$ cat config.mk
export PLATFORM = sky130hd
export DESIGN_NAME = multicycle_ctrl
export DESIGN_NICKNAME = d
export VERILOG_FILES = /design/src/rtl/mc_ctrl_pkg.sv /design/src/rtl/branch_cond.sv /design/src/rtl/multicycle_ctrl.sv
export SDC_FILE = /design/constraint.sdc
export NUM_CORES = 1
export LEC_CHECK = 0
export CAP_MARGIN = 5
export CORE_UTILIZATION = 47
export CTS_BUF_LIST = sky130_fd_sc_hd__clkbuf_8
export CTS_CLUSTER_DIAMETER = 60
export DETAILED_ROUTE_END_ITERATION = 10
export MAX_ROUTING_LAYER = met4
export PLACE_DENSITY = 0.93
export SLEW_MARGIN = 20
export SYNTH_ARGS = -nofsm -noshare
export SYNTH_HDL_FRONTEND = slang
export SYNTH_SLANG_ARGS = --single-unit
$ cat constraint.sdc
create_clock -name clk -period 4.9 [get_ports clk]
set_input_delay 1.225 -clock clk [delete_from_list [all_inputs] [get_ports clk]]
set_output_delay 1.225 -clock clk [all_outputs]
set_load 0.02 [all_outputs]
$ cat src/rtl/mc_ctrl_pkg.sv
// Shared encodings for the multi-cycle RV32I control path: FSM states, the
// alu_op instruction-type code consumed by alu_decoder, opcodes and mux selects.
package mc_ctrl_pkg;

    typedef enum logic [3:0] {
        S_FETCH     = 4'd0,
        S_DECODE    = 4'd1,
        S_EXEC_R    = 4'd2,
        S_EXEC_I    = 4'd3,
        S_EXEC_U    = 4'd4,
        S_MEM_ADDR  = 4'd5,
        S_MEM_READ  = 4'd6,
        S_MEM_WB    = 4'd7,
        S_MEM_WRITE = 4'd8,
        S_ALU_WB    = 4'd9,
        S_BRANCH    = 4'd10,
        S_JAL       = 4'd11,
        S_JALR      = 4'd12,
        S_JAL_LINK  = 4'd13,
        S_TRAP      = 4'd14
    } state_e;

    typedef enum logic [2:0] {
        ALU_RIALU  = 3'b000,
        ALU_I      = 3'b001,
        ALU_S      = 3'b010,
        ALU_B      = 3'b011,
        ALU_U      = 3'b100,
        ALU_U_LUI  = 3'b101,
        ALU_J_JALR = 3'b110,
        ALU_J_JAL  = 3'b111
    } alu_op_e;

    localparam logic [6:0] OPC_R      = 7'b0110011;
    localparam logic [6:0] OPC_I      = 7'b0010011;
    localparam logic [6:0] OPC_LOAD   = 7'b0000011;
    localparam logic [6:0] OPC_STORE  = 7'b0100011;
    localparam logic [6:0] OPC_BRANCH = 7'b1100011;
    localparam logic [6:0] OPC_JAL    = 7'b1101111;
    localparam logic [6:0] OPC_JALR   = 7'b1100111;
    localparam logic [6:0] OPC_LUI    = 7'b0110111;
    localparam logic [6:0] OPC_AUIPC  = 7'b0010111;

    localparam logic [2:0] F3_BEQ = 3'b000;
    localparam logic [2:0] F3_BNE = 3'b001;

    localparam logic [1:0] SRCA_PC    = 2'b00;
    localparam logic [1:0] SRCA_OLDPC = 2'b01;
    localparam logic [1:0] SRCA_RS1   = 2'b10;

    localparam logic [1:0] SRCB_RS2  = 2'b00;
    localparam logic [1:0] SRCB_IMM  = 2'b01;
    localparam logic [1:0] SRCB_FOUR = 2'b10;

    localparam logic [1:0] RES_ALUOUT  = 2'b00;
    localparam logic [1:0] RES_MEMDATA = 2'b01;
    localparam logic [1:0] RES_ALU     = 2'b10;

    typedef struct packed {
        logic       mem_req;
        logic       mem_write;
        logic       adr_src;
        logic       ir_write;
        logic       pc_write;
        logic       reg_write;
        logic [1:0] alu_src_a;
        logic [1:0] alu_src_b;
        logic [1:0] result_src;
        alu_op_e    alu_op;
        logic       illegal;
    } ctrl_t;

endpackage

$ cat src/rtl/branch_cond.sv
// Branch outcome for the supported conditional branches (BEQ/BNE); any other
// funct3 is flagged so the FSM can trap instead of branching.
module branch_cond
    import mc_ctrl_pkg::*;
#(
    parameter int F3_WIDTH = 3
) (
    input  logic [F3_WIDTH-1:0] funct3,
    input  logic                zero,
    output logic                take,
    output logic                bad_funct3
);

    logic w_is_beq;
    logic w_is_bne;

    assign w_is_beq   = (funct3 == F3_BEQ);
    assign w_is_bne   = (funct3 == F3_BNE);
    assign take       = (w_is_beq & zero) | (w_is_bne & ~zero);
    assign bad_funct3 = ~(w_is_beq | w_is_bne);

endmodule

$ cat src/rtl/multicycle_ctrl.sv
// Main control FSM of the multi-cycle RV32I core: Moore decode of the datapath
// controls, ready-based memory handshake and a sticky trap on unsupported opcodes.
module multicycle_ctrl
    import mc_ctrl_pkg::*;
#(
    parameter int OP_WIDTH    = 7,
    parameter int F3_WIDTH    = 3,
    parameter int ALUOP_WIDTH = 3
) (
    input  logic                   clk,
    input  logic                   rst,
    input  logic [OP_WIDTH-1:0]    op,
    input  logic [F3_WIDTH-1:0]    funct3,
    input  logic                   zero,
    input  logic                   mem_ready,
    output logic                   mem_req,
    output logic                   mem_write,
    output logic                   adr_src,
    output logic                   ir_write,
    output logic                   pc_write,
    output logic                   reg_write,
    output logic [1:0]             alu_src_a,
    output logic [1:0]             alu_src_b,
    output logic [1:0]             result_src,
    output logic [ALUOP_WIDTH-1:0] alu_op,
    output logic                   illegal,
    output logic [3:0]             state
);

    state_e r_state;
    state_e w_next_state;
    ctrl_t  w_ctrl;
    ctrl_t  w_ctrl_out;
    logic   w_take;
    logic   w_bad_funct3;

    branch_cond #(.F3_WIDTH(F3_WIDTH)) u_branch_cond (
        .funct3     (funct3),
        .zero       (zero),
        .take       (w_take),
        .bad_funct3 (w_bad_funct3)
    );

    // NOTE: state registers use non-blocking assignment so every flop samples pre-edge values.
    always_ff @(posedge clk) begin
        if (rst) begin
            r_state <= S_FETCH;
        end else begin
            r_state <= w_next_state;
        end
    end

    // NOTE: defaults first in every always_comb so no path leaves a signal unassigned (no latches).
    always_comb begin
        w_next_state = r_state;
        case (r_state)
            S_FETCH:     if (mem_ready) w_next_state = S_DECODE;
            S_DECODE: begin
                case (op)
                    OPC_R:                 w_next_state = S_EXEC_R;
                    OPC_I:                 w_next_state = S_EXEC_I;
                    OPC_LOAD, OPC_STORE:   w_next_state = S_MEM_ADDR;
                    OPC_BRANCH:            w_next_state = S_BRANCH;
                    OPC_JAL:               w_next_state = S_JAL;
                    OPC_JALR:              w_next_state = S_JALR;
                    OPC_LUI, OPC_AUIPC:    w_next_state = S_EXEC_U;
                    default:               w_next_state = S_TRAP;
                endcase
            end
            S_EXEC_R, S_EXEC_I, S_EXEC_U, S_JAL, S_JAL_LINK:
                         w_next_state = S_ALU_WB;
            S_MEM_ADDR:  w_next_state = (op == OPC_STORE) ? S_MEM_WRITE : S_MEM_READ;
            S_MEM_READ:  if (mem_ready) w_next_state = S_MEM_WB;
            S_MEM_WRITE: if (mem_ready) w_next_state = S_FETCH;
            S_MEM_WB, S_ALU_WB:
                         w_next_state = S_FETCH;
            S_BRANCH:    w_next_state = w_bad_funct3 ? S_TRAP : S_FETCH;
            S_JALR:      w_next_state = S_JAL_LINK;
            S_TRAP:      w_next_state = S_TRAP;
            default:     w_next_state = S_FETCH;
        endcase
    end

    always_comb begin
        w_ctrl = '0;
        case (r_state)
            S_FETCH: begin
                w_ctrl.mem_req    = 1'b1;
                w_ctrl.alu_src_a  = SRCA_PC;
                w_ctrl.alu_src_b  = SRCB_FOUR;
                w_ctrl.alu_op     = ALU_I;
                w_ctrl.result_src = RES_ALU;
                w_ctrl.ir_write   = mem_ready;
                w_ctrl.pc_write   = mem_ready;
            end
            S_DECODE: begin
                w_ctrl.alu_src_a = SRCA_OLDPC;
                w_ctrl.alu_src_b = SRCB_IMM;
                w_ctrl.alu_op    = ALU_J_JAL;
            end
            S_EXEC_R: begin
                w_ctrl.alu_src_a = SRCA_RS1;
                w_ctrl.alu_src_b = SRCB_RS2;
                w_ctrl.alu_op    = ALU_RIALU;
            end
            S_EXEC_I: begin
                w_ctrl.alu_src_a = SRCA_RS1;
                w_ctrl.alu_src_b = SRCB_IMM;
                w_ctrl.alu_op    = ALU_RIALU;
            end
            S_EXEC_U: begin
                w_ctrl.alu_src_b = SRCB_IMM;
                if (op == OPC_LUI) begin
                    w_ctrl.alu_src_a = SRCA_RS1;
                    w_ctrl.alu_op    = ALU_U_LUI;
                end else begin
                    w_ctrl.alu_src_a = SRCA_OLDPC;
                    w_ctrl.alu_op    = ALU_U;
                end
            end
            S_MEM_ADDR: begin
                w_ctrl.alu_src_a = SRCA_RS1;
                w_ctrl.alu_src_b = SRCB_IMM;
                w_ctrl.alu_op    = (op == OPC_STORE) ? ALU_S : ALU_I;
            end
            S_MEM_READ: begin
                w_ctrl.mem_req = 1'b1;
                w_ctrl.adr_src = 1'b1;
            end
            S_MEM_WB: begin
                w_ctrl.result_src = RES_MEMDATA;
                w_ctrl.reg_write  = 1'b1;
            end
            S_MEM_WRITE: begin
                w_ctrl.mem_req   = 1'b1;
                w_ctrl.mem_write = 1'b1;
                w_ctrl.adr_src   = 1'b1;
            end
            S_ALU_WB: begin
                w_ctrl.result_src = RES_ALUOUT;
                w_ctrl.reg_write  = 1'b1;
            end
            S_BRANCH: begin
                w_ctrl.alu_src_a  = SRCA_RS1;
                w_ctrl.alu_src_b  = SRCB_RS2;
                w_ctrl.alu_op     = ALU_B;
                w_ctrl.result_src = RES_ALUOUT;
                w_ctrl.pc_write   = w_take;
            end
            S_JAL: begin
                w_ctrl.alu_src_a  = SRCA_OLDPC;
                w_ctrl.alu_src_b  = SRCB_FOUR;
                w_ctrl.alu_op     = ALU_J_JAL;
                w_ctrl.result_src = RES_ALUOUT;
                w_ctrl.pc_write   = 1'b1;
            end
            S_JALR: begin
                w_ctrl.alu_src_a  = SRCA_RS1;
                w_ctrl.alu_src_b  = SRCB_IMM;
                w_ctrl.alu_op     = ALU_J_JALR;
                w_ctrl.result_src = RES_ALU;
                w_ctrl.pc_write   = 1'b1;
            end
            S_JAL_LINK: begin
                w_ctrl.alu_src_a = SRCA_OLDPC;
                w_ctrl.alu_src_b = SRCB_FOUR;
                w_ctrl.alu_op    = ALU_J_JAL;
            end
            S_TRAP:  w_ctrl.illegal = 1'b1;
            default: w_ctrl = '0;
        endcase
    end

    // Reset forces every output low at once, dropping any in-flight memory request.
    assign w_ctrl_out = rst ? '0 : w_ctrl;

    assign mem_req    = w_ctrl_out.mem_req;
    assign mem_write  = w_ctrl_out.mem_write;
    assign adr_src    = w_ctrl_out.adr_src;
    assign ir_write   = w_ctrl_out.ir_write;
    assign pc_write   = w_ctrl_out.pc_write;
    assign reg_write  = w_ctrl_out.reg_write;
    assign alu_src_a  = w_ctrl_out.alu_src_a;
    assign alu_src_b  = w_ctrl_out.alu_src_b;
    assign result_src = w_ctrl_out.result_src;
    assign alu_op     = ALUOP_WIDTH'(w_ctrl_out.alu_op);
    assign illegal    = w_ctrl_out.illegal;
    assign state      = rst ? 4'd0 : r_state;

endmodule

# Word-level counts from Yosys, hierarchy flattened
# Cells that the tools add are included.
dict set report classes {
  n_lt_le_gt_ge 0
  eq_ne 27
  muxes 22
  add_sub_neg 0
  n_div 0
  n_shift 0
  bitwise 5
  reduce_logical 15
  multipliers 0
}
# op count
set op_table {}
lappend op_table {{$pmux W4 S9} 1}
lappend op_table {{$eq A4 B4 Y1 const B} 7}
lappend op_table {{$pmux W4 S7} 1}
lappend op_table {{$mux W4} 6}
lappend op_table {{$pmux W4 S6} 1}
lappend op_table {{$eq A7 B6 Y1 const B} 3}
lappend op_table {{$eq A7 B7 Y1 const B} 3}
lappend op_table {{$pmux W3 S6} 1}
lappend op_table {{$eq A4 B3 Y1 const B} 4}
lappend op_table {{$mux W16} 1}
lappend op_table {{$reduce_or A2 Y1} 8}
lappend op_table {{$eq A7 B5 Y1 const B} 2}
lappend op_table {{$reduce_or A3 Y1} 3}
lappend op_table {{$eq A4 B2 Y1 const B} 2}
lappend op_table {{$eq A7 B2 Y1 const B} 1}
lappend op_table {{$mux W1} 7}
lappend op_table {{$ne A2 B2 Y1 const B} 3}
lappend op_table {{$reduce_or A5 Y1} 1}
lappend op_table {{$eq A4 B1 Y1 const B} 1}
lappend op_table {{$logic_not A4 Y1} 1}
lappend op_table {{$mux W2} 2}
lappend op_table {{$pmux W2 S2} 1}
lappend op_table {{$eq A3 B1 Y1 const B} 1}
lappend op_table {{$logic_not A3 Y1} 1}
lappend op_table {{other kinds (5)} 7}
dict set report word_totals {
  wordCells 70
  mem_bits_rw 0
  rom_bits 0
  ff_bits 4
  out_inout_bits 20
  n_memories 0
  input_bits 14
  latch_bits 0
}

# Longest topological paths before layout
dict set report logic_depth {
  word_depth 5
  ltp_mapped 6
}

# By module
# From an unflattened synthesis, not the netlist that was laid out.
dict set report unflattened {
  cells_unflattened 136
  area_unflattened_um2 922.1
}
# mod cells_each area_per_inst_um2 n_inst seq_area_each_um2
set modules_own_cells {}
lappend modules_own_cells {multicycle_ctrl 133 900.9 1 80.1}
lappend modules_own_cells {branch_cond 3 21.3 1 0.0}

# Worst setup path after synthesis
# OpenSTA, ideal clock, no wires.
dict set report synth_timing {
  kind {input to output}
  start {input op[6]}
  end {output alu_op[0]}
  slack_ns 1.156
  required_ns 3.675
  stages 4
  n_path_buf 0
  arrival_time_ns 2.519
  path_cell_list {and4bb_4 nand4_4 or4_1 a31oi_1}
}
dict set report synth_between {
  elab_chain_cells 4
}
# item line_no
set synth_lines {}
lappend synth_lines {{start: declaration} multicycle_ctrl.sv:12} ;# input logic [OP_WIDTH-1:0] op,
lappend synth_lines {{$eq A7 B6 Y1, on equally long branches} {multicycle_ctrl.sv:124, multicycle_ctrl.sv:113}}
lappend synth_lines {{$mux W2 or $mux W1 (tied branches)} {multicycle_ctrl.sv:124, multicycle_ctrl.sv:113}}
lappend synth_lines {{$pmux W3 S6 *} multicycle_ctrl.sv:86} ;# case (r_state)
lappend synth_lines {{$mux W16 *} multicycle_ctrl.sv:175} ;# assign w_ctrl_out = rst ? '0 : w_ctrl;
lappend synth_lines {{end: declaration} multicycle_ctrl.sv:25} ;# output logic [ALUOP_WIDTH-1:0] alu_op,
# Mark *: on every way between the ends. The rest lies on a longest branch, timed or not.

# Final worst setup path
# Same ends and word-level chain as after synthesis.

==> impl_metrics.yaml <==
grt:
  grt_pass1_wl_mm: 3.98
  grt_pass1_vias: 901
  grt_max_degree: 25
  grt_overflow: 0
  antenna_found_initial: 0
  track_usage_pct: 28.1
clocking:
  clock-root-buffer: "clkbuf_8"
  cts_setup_buffers: 0
  htreeDepth: 1
  cts_tree: "built"
  numClockSinks: 4
  clk_latency_ns: 0.21
  numCtsBuffers: 3
  cts_hold_buf: 0
  clk_pin_slew_ns: 0.03
  clockBufferDepth: 2
  ctsResizeCount: 0
sta:
  worst_pin_slew_ns: 0.726
  fin_crit_sh_pct: 96.8
  slew_viol_final: 0
  setup_viol: 0
  max_slew_margin_pct: 51.6
  grt_setup_unrepaired: "false"
  fmax_mhz: 211
  hold_viol: 0
  fin_ws_ns: 0.156
  final.setup.tns_ns: 0
  finClkSkew_ns: 0.000267
  min_period_ns: 4.74
placement:
  pre_cts_ws_ns: 0.181
  io_buffers: 33
  gp_congestion: 1.03
  place_hpwl_mm: 1.78
finish:
  top_regs: "r_state x4"
  drive_above_1_share_pct: 7.38
  nFillCells: 123
  nets: 165
  area_growth_pct: 44.8
  largest_reg_flops: 4
  largest-register: "r_state"
  diodes: 0
  final_util_pct: 75.1
route:
  wl_per_cell_um: 14.5
  vias: 1059
  firstDrtPassIters: 4
  drtIter0Drc: 53
  antenna_left: 0
  post-route-drc-count: 0
  viasPerCell: 6.42
  wirelength_mm: 2.40
worst_setup_path:
  crit_type: "input port to output port"
  r2r_start: "r_state[2]"
  critPathRequiredTime_ns: 3.67
  crit_path_start_kind: "input port"
  worstPathArrival_ns: 3.52
  critPathCaptureType: "output port"
  path_max_fanout: 6
  cp-startpoint: "op[6]"
synth:
  yosysTopAreaCell: "dfxtp_1"
  synth_enable_flop_cells: 0
  syn_inst: 122
  syn_avg_cell_area_um2: 6.55
  ys.flop_type: "dfxtp_1"
  synthTopCellsByArea: "dfxtp_1 (10%), nor2_1 (8.9%), o21ai_0 (7.5%)"
  synth.top_cells.by_count: "nor2_1 (19), o21ai_0 (12), clkbuf_1 (7)"
  ys_seq_area_share_pct: 10.0
  async_reset_ff_share_pct: 0
  synth.most_common_cell: "nor2_1"
  syn_nets: 136
  ys_seq_elements: 4
  yosys_warnings: 0
  yosys.area.top_type_share_pct: 10.0
  synth_cell_type_count: 48
  synth_area_um2: 800
die:
  initial_core_util_pct: 51.9
  die_area_mm2: 0.00187
  fp.dieH_um: 43.2
  core-area_mm2: 0.00154
  io_pins: 34
  dieWidth_um: 43.2
  rows: 14
outcome:
  status: "finished, final reports clean"
hold_path:
  hold_path.class: "flop to flop"
  min_from: "r_state[1]"
flow_run:
  maxCapViolCount: 0
power:
  ir_worst_vdd_v: 0.000303
  leakagePower_nw: 0.441
  p_per_area_mw_per_mm2: 478
  total_power_uw: 553
## critical path: stages
cell,delay [ns]
clkdlybuf4s50_1,0.49
and4bb_4,0.42
nand4_4,0.12
or4_1,0.48
a31oi_1,0.15
clkdlybuf4s50_1,0.62
## stage by stage
stage	instance area, µm²	instances	hold WS [ns]
final	1160	165	0.916
after global routing	1160	165	0.989
after CTS	1160	165	0.906
after detailed placement	1120	162	0.909
after global placement	1120	162	0.879
after floorplan	800	122	0.623
## final cells by class
type / instances / area, µm² / share of cell area [%]
sequential: 4 / 80.1 / 6.92
clock buffer: 3 / 41.3 / 3.57
inverter: 5 / 18.8 / 1.62
tap: 16 / 20.0 / 1.73
timing repair buffer: 35 / 345 / 29.8
multi-input combinational: 102 / 652 / 56.3
## cells in the final DEF (no fill, tap or decap), types with 4 or more instances in the layout
| cell | instances |
|---|---|
| nor2_1 | 19 |
| nand2_1 | 5 |
| dfxtp_1 | 4 |
| nand2b_1 | 4 |
| inv_1 | 4 |
| nor3_1 | 6 |
| clkdlybuf4s50_1 | 33 |
| o21ai_0 | 12 |
| a21oi_1 | 6 |
| and3_1 | 4 |
## path summary, 6_finish.rpt
path,to,slack (ns),cells after the start
worst min-delay path,r_state[3],0.92,3
worst max-delay path,alu_op[0],0.16,6
worst max register to register,r_state[2],3.08,4
worst min register to register,r_state[3],0.92,3
## power breakdown
group          internal (mW)  total [mW]  switching [mW]
registers             0.0448       0.109          0.0645
clock network         0.0522      0.0676          0.0154
logic                  0.180       0.376           0.196
## kinds of logic (layout without fill, tap and decap cells)
kind of cell	count (synthesis)	in the layout	synth area share (%)
xor gates and xnor gates	3	3	3.29
DFF	4	4	10.0
and+or+nand+nor	55	55	39.8
AOI/OAI and AO/OA	43	43	37.2
buffers and inverters	16	43	8.45
muxes	1	1	1.25
## layer usage
metal	track usage, %	vias up	share of wire, %
met4	8.48	0	0.29
met5	-	-	0
li1	-	514	-
met1	34.9	479	40
met3	3.83	2	10
met2	46.9	64	50
(Power assumes the default switching activity.)
